==> config.mk <==
export PLATFORM = sky130hd
export DESIGN_NAME = systolic_pe_pipelined_flat
export DESIGN_NICKNAME = d
export VERILOG_FILES = /design/src/rtl/systolic_pe_pipelined_if.sv /design/src/rtl/systolic_pe_pipelined.sv /design/src/flat_wrapper.sv
export SDC_FILE = /design/constraint.sdc
export NUM_CORES = 1
export LEC_CHECK = 0
export CAP_MARGIN = 15
export CORE_ASPECT_RATIO = 1.25
export CORE_MARGIN = 3
export CORE_UTILIZATION = 50
export DETAILED_ROUTE_END_ITERATION = 7
export GPL_TIMING_DRIVEN = 0
export PLACE_DENSITY = 0.77
export REMOVE_ABC_BUFFERS = 1
export SLEW_MARGIN = 20
export SYNTH_ARGS = -nofsm -noshare
export SYNTH_HDL_FRONTEND = slang
export SYNTH_SLANG_ARGS = --single-unit
==> constraint.sdc <==
create_clock -name clk_i -period 3.31 [get_ports clk_i]
set_input_delay 0.662 -clock clk_i [delete_from_list [all_inputs] [get_ports clk_i]]
set_output_delay 0.662 -clock clk_i [all_outputs]
set_load 0.005 [all_outputs]
==> src/rtl/systolic_pe_pipelined_if.sv <==
// Bus bundle for one systolic PE: operand/tag inputs from the west/north neighbours and the drain
// controller, plus passthrough, result and status outputs.
//   master : drives north_i/west_i/valid_i/first_i/last_i/drain_mode_i/acc_read_i
//   slave  : the PE; drives south_o/east_o/valid_o/acc_o/acc_valid_o/done_o/busy_o/overflow_o
interface systolic_pe_pipelined_if #(
  parameter int unsigned DATA_WIDTH = 16,
  parameter int unsigned ACC_WIDTH  = 40
);
  logic [DATA_WIDTH-1:0] north_i;
  logic [DATA_WIDTH-1:0] west_i;
  logic                  valid_i;
  logic                  first_i;
  logic                  last_i;
  logic                  drain_mode_i;
  logic                  acc_read_i;

  logic [DATA_WIDTH-1:0] south_o;
  logic [DATA_WIDTH-1:0] east_o;
  logic                  valid_o;
  logic [ACC_WIDTH-1:0]  acc_o;
  logic                  acc_valid_o;
  logic                  done_o;
  logic                  busy_o;
  logic                  overflow_o;

  modport master (
    output north_i, west_i, valid_i, first_i, last_i, drain_mode_i, acc_read_i,
    input  south_o, east_o, valid_o, acc_o, acc_valid_o, done_o, busy_o, overflow_o
  );

  modport slave (
    input  north_i, west_i, valid_i, first_i, last_i, drain_mode_i, acc_read_i,
    output south_o, east_o, valid_o, acc_o, acc_valid_o, done_o, busy_o, overflow_o
  );
endinterface

==> src/rtl/systolic_pe_pipelined.sv <==
// Output-stationary systolic PE with a fully pipelined multiply-accumulate.
// Operands hop north->south and west->east with one register of latency every cycle. MAC beats
// flow through MUL_STAGES product registers and one accumulate stage; the final sum is held
// until the drain controller reads it.
// Ports:
//   clk_i   clock
//   rstn_i  asynchronous active-low reset
//   pe      systolic_pe_pipelined_if.slave (operands, tags, read request; passthrough, result,
//           done/busy/overflow status)
module systolic_pe_pipelined #(
  parameter int unsigned DATA_WIDTH = 16,
  parameter int unsigned ACC_WIDTH  = 40,
  parameter int unsigned MUL_STAGES = 2,
  parameter bit          SIGNED     = 1'b1,
  parameter bit          SATURATE   = 1'b1
) (
  input  logic                   clk_i,
  input  logic                   rstn_i,
  systolic_pe_pipelined_if.slave pe
);
  localparam int unsigned PW = 2 * DATA_WIDTH;
  // Extension width taking the product up to ACC_WIDTH+1 bits (one guard bit for overflow).
  localparam int unsigned XW = ACC_WIDTH - PW + 1;

  typedef enum logic [1:0] {StIdle, StAccum, StReady} state_e;
  state_e state_q, state_d;

  logic [DATA_WIDTH-1:0] south_q, south_d, east_q, east_d;
  logic                  valid_q, valid_d;

  logic [PW-1:0]         prod_q [MUL_STAGES];
  logic [PW-1:0]         prod_d [MUL_STAGES];
  logic [MUL_STAGES-1:0] mvld_q, mvld_d, mfst_q, mfst_d, mlst_q, mlst_d;

  logic [ACC_WIDTH-1:0]  acc_q, acc_d, acc_out_q, acc_out_d;
  logic                  acc_valid_q, acc_valid_d, done_q, done_d, ovf_q, ovf_d;

  logic                  issue;
  logic [PW-1:0]         n_ext, w_ext, prod, prod_tail;
  logic                  acc_en, acc_first, acc_last;
  logic [ACC_WIDTH-1:0]  acc_base, acc_sum, sat_val;
  logic [ACC_WIDTH:0]    base_ext, prod_ext, sum;
  logic                  sum_ovf;

  assign issue = pe.valid_i & ~pe.drain_mode_i & (pe.first_i | (state_q == StAccum));

  // Low PW bits of the product of the PW-bit extended operands are exact in both modes.
  always_comb begin
    if (SIGNED) begin
      n_ext = {{DATA_WIDTH{pe.north_i[DATA_WIDTH-1]}}, pe.north_i};
      w_ext = {{DATA_WIDTH{pe.west_i[DATA_WIDTH-1]}}, pe.west_i};
    end else begin
      n_ext = {{DATA_WIDTH{1'b0}}, pe.north_i};
      w_ext = {{DATA_WIDTH{1'b0}}, pe.west_i};
    end
    prod = n_ext * w_ext;
  end

  // Multiplier pipeline with valid/first/last tags.
  always_comb begin
    mvld_d = '0;
    mfst_d = '0;
    mlst_d = '0;
    for (int unsigned i = 0; i < MUL_STAGES; i++) begin
      prod_d[i] = '0;
    end
    prod_d[0] = prod;
    mvld_d[0] = issue;
    mfst_d[0] = pe.first_i;
    mlst_d[0] = pe.last_i;
    for (int unsigned i = 1; i < MUL_STAGES; i++) begin
      prod_d[i] = prod_q[i-1];
      mvld_d[i] = mvld_q[i-1];
      mfst_d[i] = mfst_q[i-1];
      mlst_d[i] = mlst_q[i-1];
    end
  end

  // Accumulate stage: add in ACC_WIDTH+1 bits so the guard bit exposes overflow.
  always_comb begin
    acc_en    = mvld_q[MUL_STAGES-1];
    acc_first = mfst_q[MUL_STAGES-1];
    acc_last  = mlst_q[MUL_STAGES-1];
    prod_tail = prod_q[MUL_STAGES-1];
    acc_base  = acc_first ? '0 : acc_q;
    if (SIGNED) begin
      base_ext = {acc_base[ACC_WIDTH-1], acc_base};
      prod_ext = {{XW{prod_tail[PW-1]}}, prod_tail};
    end else begin
      base_ext = {1'b0, acc_base};
      prod_ext = {{XW{1'b0}}, prod_tail};
    end
    sum = base_ext + prod_ext;
    if (SIGNED) begin
      // sum[ACC_WIDTH] is the true sign; clamp towards it.
      sum_ovf = sum[ACC_WIDTH] ^ sum[ACC_WIDTH-1];
      sat_val = {sum[ACC_WIDTH], {(ACC_WIDTH-1){~sum[ACC_WIDTH]}}};
    end else begin
      sum_ovf = sum[ACC_WIDTH];
      sat_val = '1;
    end
    acc_sum = (sum_ovf && SATURATE) ? sat_val : sum[ACC_WIDTH-1:0];
  end

  always_comb begin
    state_d     = state_q;
    acc_d       = acc_q;
    ovf_d       = ovf_q;
    done_d      = 1'b0;
    acc_out_d   = acc_out_q;
    acc_valid_d = 1'b0;
    south_d     = pe.north_i;
    east_d      = pe.west_i;
    valid_d     = pe.valid_i;

    if (acc_en) begin
      acc_d  = acc_sum;
      ovf_d  = acc_first ? sum_ovf : (ovf_q | sum_ovf);
      done_d = acc_last;
    end

    // A new first issued alongside the read is safe: it reaches acc_q MUL_STAGES+1 cycles later.
    if ((state_q == StReady) && pe.acc_read_i) begin
      acc_out_d   = acc_q;
      acc_valid_d = 1'b1;
    end

    unique case (state_q)
      StIdle: begin
        if (issue && pe.first_i) state_d = StAccum;
      end
      StAccum: begin
        // A freshly issued first keeps us accumulating even if the previous last lands now.
        if (acc_en && acc_last && !(issue && pe.first_i)) state_d = StReady;
      end
      StReady: begin
        if (issue && pe.first_i) begin
          state_d = StAccum;
        end else if (pe.acc_read_i) begin
          state_d = StIdle;
        end
      end
      default: state_d = StIdle;
    endcase
  end

  always_ff @(posedge clk_i or negedge rstn_i) begin
    if (!rstn_i) begin
      state_q     <= StIdle;
      south_q     <= '0;
      east_q      <= '0;
      valid_q     <= 1'b0;
      mvld_q      <= '0;
      mfst_q      <= '0;
      mlst_q      <= '0;
      for (int unsigned i = 0; i < MUL_STAGES; i++) begin
        prod_q[i] <= '0;
      end
      acc_q       <= '0;
      acc_out_q   <= '0;
      acc_valid_q <= 1'b0;
      done_q      <= 1'b0;
      ovf_q       <= 1'b0;
    end else begin
      state_q     <= state_d;
      south_q     <= south_d;
      east_q      <= east_d;
      valid_q     <= valid_d;
      mvld_q      <= mvld_d;
      mfst_q      <= mfst_d;
      mlst_q      <= mlst_d;
      for (int unsigned i = 0; i < MUL_STAGES; i++) begin
        prod_q[i] <= prod_d[i];
      end
      acc_q       <= acc_d;
      acc_out_q   <= acc_out_d;
      acc_valid_q <= acc_valid_d;
      done_q      <= done_d;
      ovf_q       <= ovf_d;
    end
  end

  assign pe.south_o     = south_q;
  assign pe.east_o      = east_q;
  assign pe.valid_o     = valid_q;
  assign pe.acc_o       = acc_out_q;
  assign pe.acc_valid_o = acc_valid_q;
  assign pe.done_o      = done_q;
  assign pe.busy_o      = (state_q == StAccum) | (|mvld_q);
  assign pe.overflow_o  = ovf_q;
endmodule

==> src/flat_wrapper.sv <==
// flat-port wrapper written by rule: the top's interface ports become plain ports
module systolic_pe_pipelined_flat 
#(
  parameter int unsigned DATA_WIDTH = 16,
  parameter int unsigned ACC_WIDTH  = 40,
  parameter int unsigned MUL_STAGES = 2,
  parameter bit          SIGNED     = 1'b1,
  parameter bit          SATURATE   = 1'b1
)
  (clk_i, rstn_i, pe_north_i, pe_west_i, pe_valid_i, pe_first_i, pe_last_i, pe_drain_mode_i, pe_acc_read_i, pe_south_o, pe_east_o, pe_valid_o, pe_acc_o, pe_acc_valid_o, pe_done_o, pe_busy_o, pe_overflow_o);
  systolic_pe_pipelined_if #(.DATA_WIDTH(DATA_WIDTH), .ACC_WIDTH(ACC_WIDTH)) pe_i ();
  input  logic clk_i;
  input  logic rstn_i;
  input wire logic [$bits(pe_i.north_i)-1:0] pe_north_i;
  input wire logic [$bits(pe_i.west_i)-1:0] pe_west_i;
  input wire logic [$bits(pe_i.valid_i)-1:0] pe_valid_i;
  input wire logic [$bits(pe_i.first_i)-1:0] pe_first_i;
  input wire logic [$bits(pe_i.last_i)-1:0] pe_last_i;
  input wire logic [$bits(pe_i.drain_mode_i)-1:0] pe_drain_mode_i;
  input wire logic [$bits(pe_i.acc_read_i)-1:0] pe_acc_read_i;
  output wire logic [$bits(pe_i.south_o)-1:0] pe_south_o;
  output wire logic [$bits(pe_i.east_o)-1:0] pe_east_o;
  output wire logic [$bits(pe_i.valid_o)-1:0] pe_valid_o;
  output wire logic [$bits(pe_i.acc_o)-1:0] pe_acc_o;
  output wire logic [$bits(pe_i.acc_valid_o)-1:0] pe_acc_valid_o;
  output wire logic [$bits(pe_i.done_o)-1:0] pe_done_o;
  output wire logic [$bits(pe_i.busy_o)-1:0] pe_busy_o;
  output wire logic [$bits(pe_i.overflow_o)-1:0] pe_overflow_o;
  assign pe_i.north_i = pe_north_i;
  assign pe_i.west_i = pe_west_i;
  assign pe_i.valid_i = pe_valid_i;
  assign pe_i.first_i = pe_first_i;
  assign pe_i.last_i = pe_last_i;
  assign pe_i.drain_mode_i = pe_drain_mode_i;
  assign pe_i.acc_read_i = pe_acc_read_i;
  assign pe_south_o = pe_i.south_o;
  assign pe_east_o = pe_i.east_o;
  assign pe_valid_o = pe_i.valid_o;
  assign pe_acc_o = pe_i.acc_o;
  assign pe_acc_valid_o = pe_i.acc_valid_o;
  assign pe_done_o = pe_i.done_o;
  assign pe_busy_o = pe_i.busy_o;
  assign pe_overflow_o = pe_i.overflow_o;
  systolic_pe_pipelined #(.DATA_WIDTH(DATA_WIDTH), .ACC_WIDTH(ACC_WIDTH), .MUL_STAGES(MUL_STAGES), .SIGNED(SIGNED), .SATURATE(SATURATE)) u_core (.clk_i(clk_i), .rstn_i(rstn_i), .pe(pe_i));
endmodule
==> flow_summary.toml <==
[run_status]
outcome = "finished with violations"
violations = "setup timing"

[worst_setup_path]
crit_type = "in2reg"
reg2reg_depth = 16
r2r_end = "u_core.acc_q[23]"
worst-endpoint-required_ps = 3630
timing.reg2reg.setup_slack_ps = -510
r2r_start = "u_core.mfst_q[1]"
worstSetupStartpointType = "input port"
crit_arrival_ps = 6470
cp_max_fo = 6
end_kind = "flop"

[sta]
tightest_slew_ps = 870
hold_viol = 0
fin_crit_sh = 1.86
slew_headroom = 0.418
finalCriticalPeriod_ps = 6160
drv_slew = 0
timing.final.ws_setup_ps = -2850
setup_viol = 67
fmax_mhz = 162
rsz0062_at_grt = "yes"
finalClockSkew_ps = 13.8

[clock_tree]
cts_buffers = 17
htreeDepth = 4
cts.path.max_buffers = 2
clockRootBuffer = "clkbuf_16"
cts_num_sinks = 188
clk_pin_slew_worst_paths_ps = 80
clock_latency_ps = 460
ctsHoldBuffers = 0
cts_tree = "built"

[drt]
drc = 0
dr.pass1.iters = 5
wire_per_inst_um = 20.1
via_per_inst = 5.62
drt-initial-drc-count = 1020
wirelength_um = 51500
drtAntennaViolNets = 0
vias = 14400

[floorplan]
fp.dieW_um = 177
num_io_pins = 116
rows = 77
initial_core_util = 0.512
die_area_um2 = 38800
placeableCoreArea_um2 = 35600
die-height_um = 220

[hold_path]
min_path_type = "in2async"

[synthesis]
syn_area_um2 = 18200
yosys_warnings = 0
synth_area_leaders = "fa_1 29%, dfrtp_1 26%, ha_1 8.4%, inv_1 6.2%, nand2_1 5.4%"
synth_top_area_share = 0.289
yosys.area.top_type = "fa_1"
ys_seq_area_frac = 0.258
avgSynthCellArea_um2 = 9.77
async_flop_share = 1.00
ys.flop_type = "dfrtp_1"
synth-edff-count = 0
synth_seq_cells = 188
yosysUniqueCellTypes = 63
synthCells = 1867

[global_routing]
grt_max_degree = 101
grt_pass1_wl_um = 78100
grt_use_total = 0.253
antenna_found_initial = 0
grt_pass1_vias = 15300
grt-ovfl-total = 0

[finish]
final_cell_mix = "278 x inv_1, 256 x nand2_1, 248 x fa_1"
fillers = 2569
fin_nets = 2494
area_growth_pct = 29.5
regArea_um2 = 4710
multi_input_area_um2 = 13800
fin_util = 0.662
antenna_cells = 0
layout_commonest_cell = "inv_1"
layout-drive-gt1-share = 0.218

[placed_design]
gp_congestion = 0.948
numPortBuffers = 115
place_ws_ps = -4670
hpwl_um = 31300

[job]
maxCapViolCount = 0
==> cells by family (layout without fill, tap and decap cells) <==
| kind of cell | Yosys count | count (layout) | share of synthesized area |
|---|---|---|---|
| simple gates | 569 | 569 | 0.152 |
| fa+ha+maj | 385 | 385 | 0.372 |
| buf+inv | 372 | 580 | 0.0780 |
| compound gates | 288 | 296 | 0.108 |
| flops | 188 | 188 | 0.258 |
| xor+xnor | 64 | 64 | 0.0312 |
| mux | 1 | 1 | 0.000549 |
==> per-stage QoR <==
step | hold WS (ps) | area, µm² | TNS (ps) | std cells
floorplan | 331 | 17900 | -89490 | 1796
global placement | 332 | 19700 | -1348030 | 2385
detailed placement | 335 | 19800 | -158230 | 2389
CTS | 197 | 22600 | -62270 | 2523
global route | 215 | 23600 | -74600 | 2557
finish | 160 | 23600 | -68850 | 2557
==> state kept, by name, indices dropped and copies added (netlist names) <==
signal                 cells
u_core.acc_q              40
u_core.mfst_q              2
u_core.mlst_q              2
u_core.mvld_q              2
u_core.pe.acc_o           40
u_core.pe.acc_valid_o      1
u_core.pe.done_o           1
u_core.pe.east_o          16
u_core.pe.overflow_o       1
u_core.pe.south_o         16
u_core.pe.valid_o          1
u_core.prod_d             32
u_core.prod_tail          32
u_core.state_q             2
==> what timing repair did <==
action / CTS / global route
endpoints found under the setup margin: 69 / 67
buffers inserted: 93 / 43
pin swaps: 146 / 126
gates resized for setup: 477 / 163
gates cloned: 13 / 2
==> per-layer routing <==
layer	global-route usage	part of all wire
met1	0.298	0.37
met2	0.451	0.52
met3	0.0407	0.060
met4	0.123	0.051
met5	0	0
==> synth_stat cells (all sizes together), types with 2 or more instances <==
library cell    n
a2bb2oi         2
o21ai          46
dfrtp         188
and3           11
o21a            7
o31a            3
nand3          12
a311oi          3
a21o           36
o221ai          2
nor2           51
or3             9
ha            122
a221o           3
o2bb2ai        29
o311ai          2
a22oi           4
nor3           12
xor2           20
a21oi          88
o22ai           3
and2          133
a21boi          2
clkbuf         58
fa            263
xnor2          44
nand4           9
a211oi          9
buf            13
and4            2
o211ai         13
a2111oi         4
inv           301
nor3b           2
o21bai          7
o2111ai         2
nand2b         12
o31ai           3
nand3b          4
nand2         263
a31oi          13
nor2b          45
==> worst max path at each step <==
stage	from	end	slack [ps]	depth (start not counted)
finish	pe_west_i[6]	u_core.prod_d[31]	-2850	23
global route	pe_north_i[12]	u_core.prod_d[31]	-2980	23
CTS	pe_north_i[4]	u_core.prod_d[31]	-2800	22
detailed placement	pe_west_i[1]	u_core.prod_d[31]	-4670	21
global placement	rstn_i	u_core.pe.south_o[12]	-6000	1
floorplan	pe_west_i[1]	u_core.prod_d[31]	-3010	20
==> critical path: stages <==
cell and delay, ps:
buf_12 120, and2_4 150, fa_1 540, inv_2 40, fa_1 460, fa_1 550
inv_2 50, fa_1 500, fa_1 530, inv_2 40, fa_1 530, inv_2 50
ha_4 260, and4_4 190, or3b_4 400, a211oi_4 290, a211oi_4 60, o31a_1 280
o21bai_2 160, a221o_1 250, buf_4 130, o211a_1 170, a211oi_2 40
==> cell type report <==
| cell class | instances | area share |
|---|---|---|
| multi-input combinational | 1315 | 0.582 |
| sequential | 188 | 0.199 |
| timing repair buffer | 247 | 0.119 |
| inverter | 301 | 0.0480 |
| tap | 474 | 0.0251 |
| clock buffer | 17 | 0.0180 |
| clock inverter | 15 | 0.00842 |
Power is not shown: default switching activity piles up to over one toggle a cycle in this logic, so the estimate is an artifact.
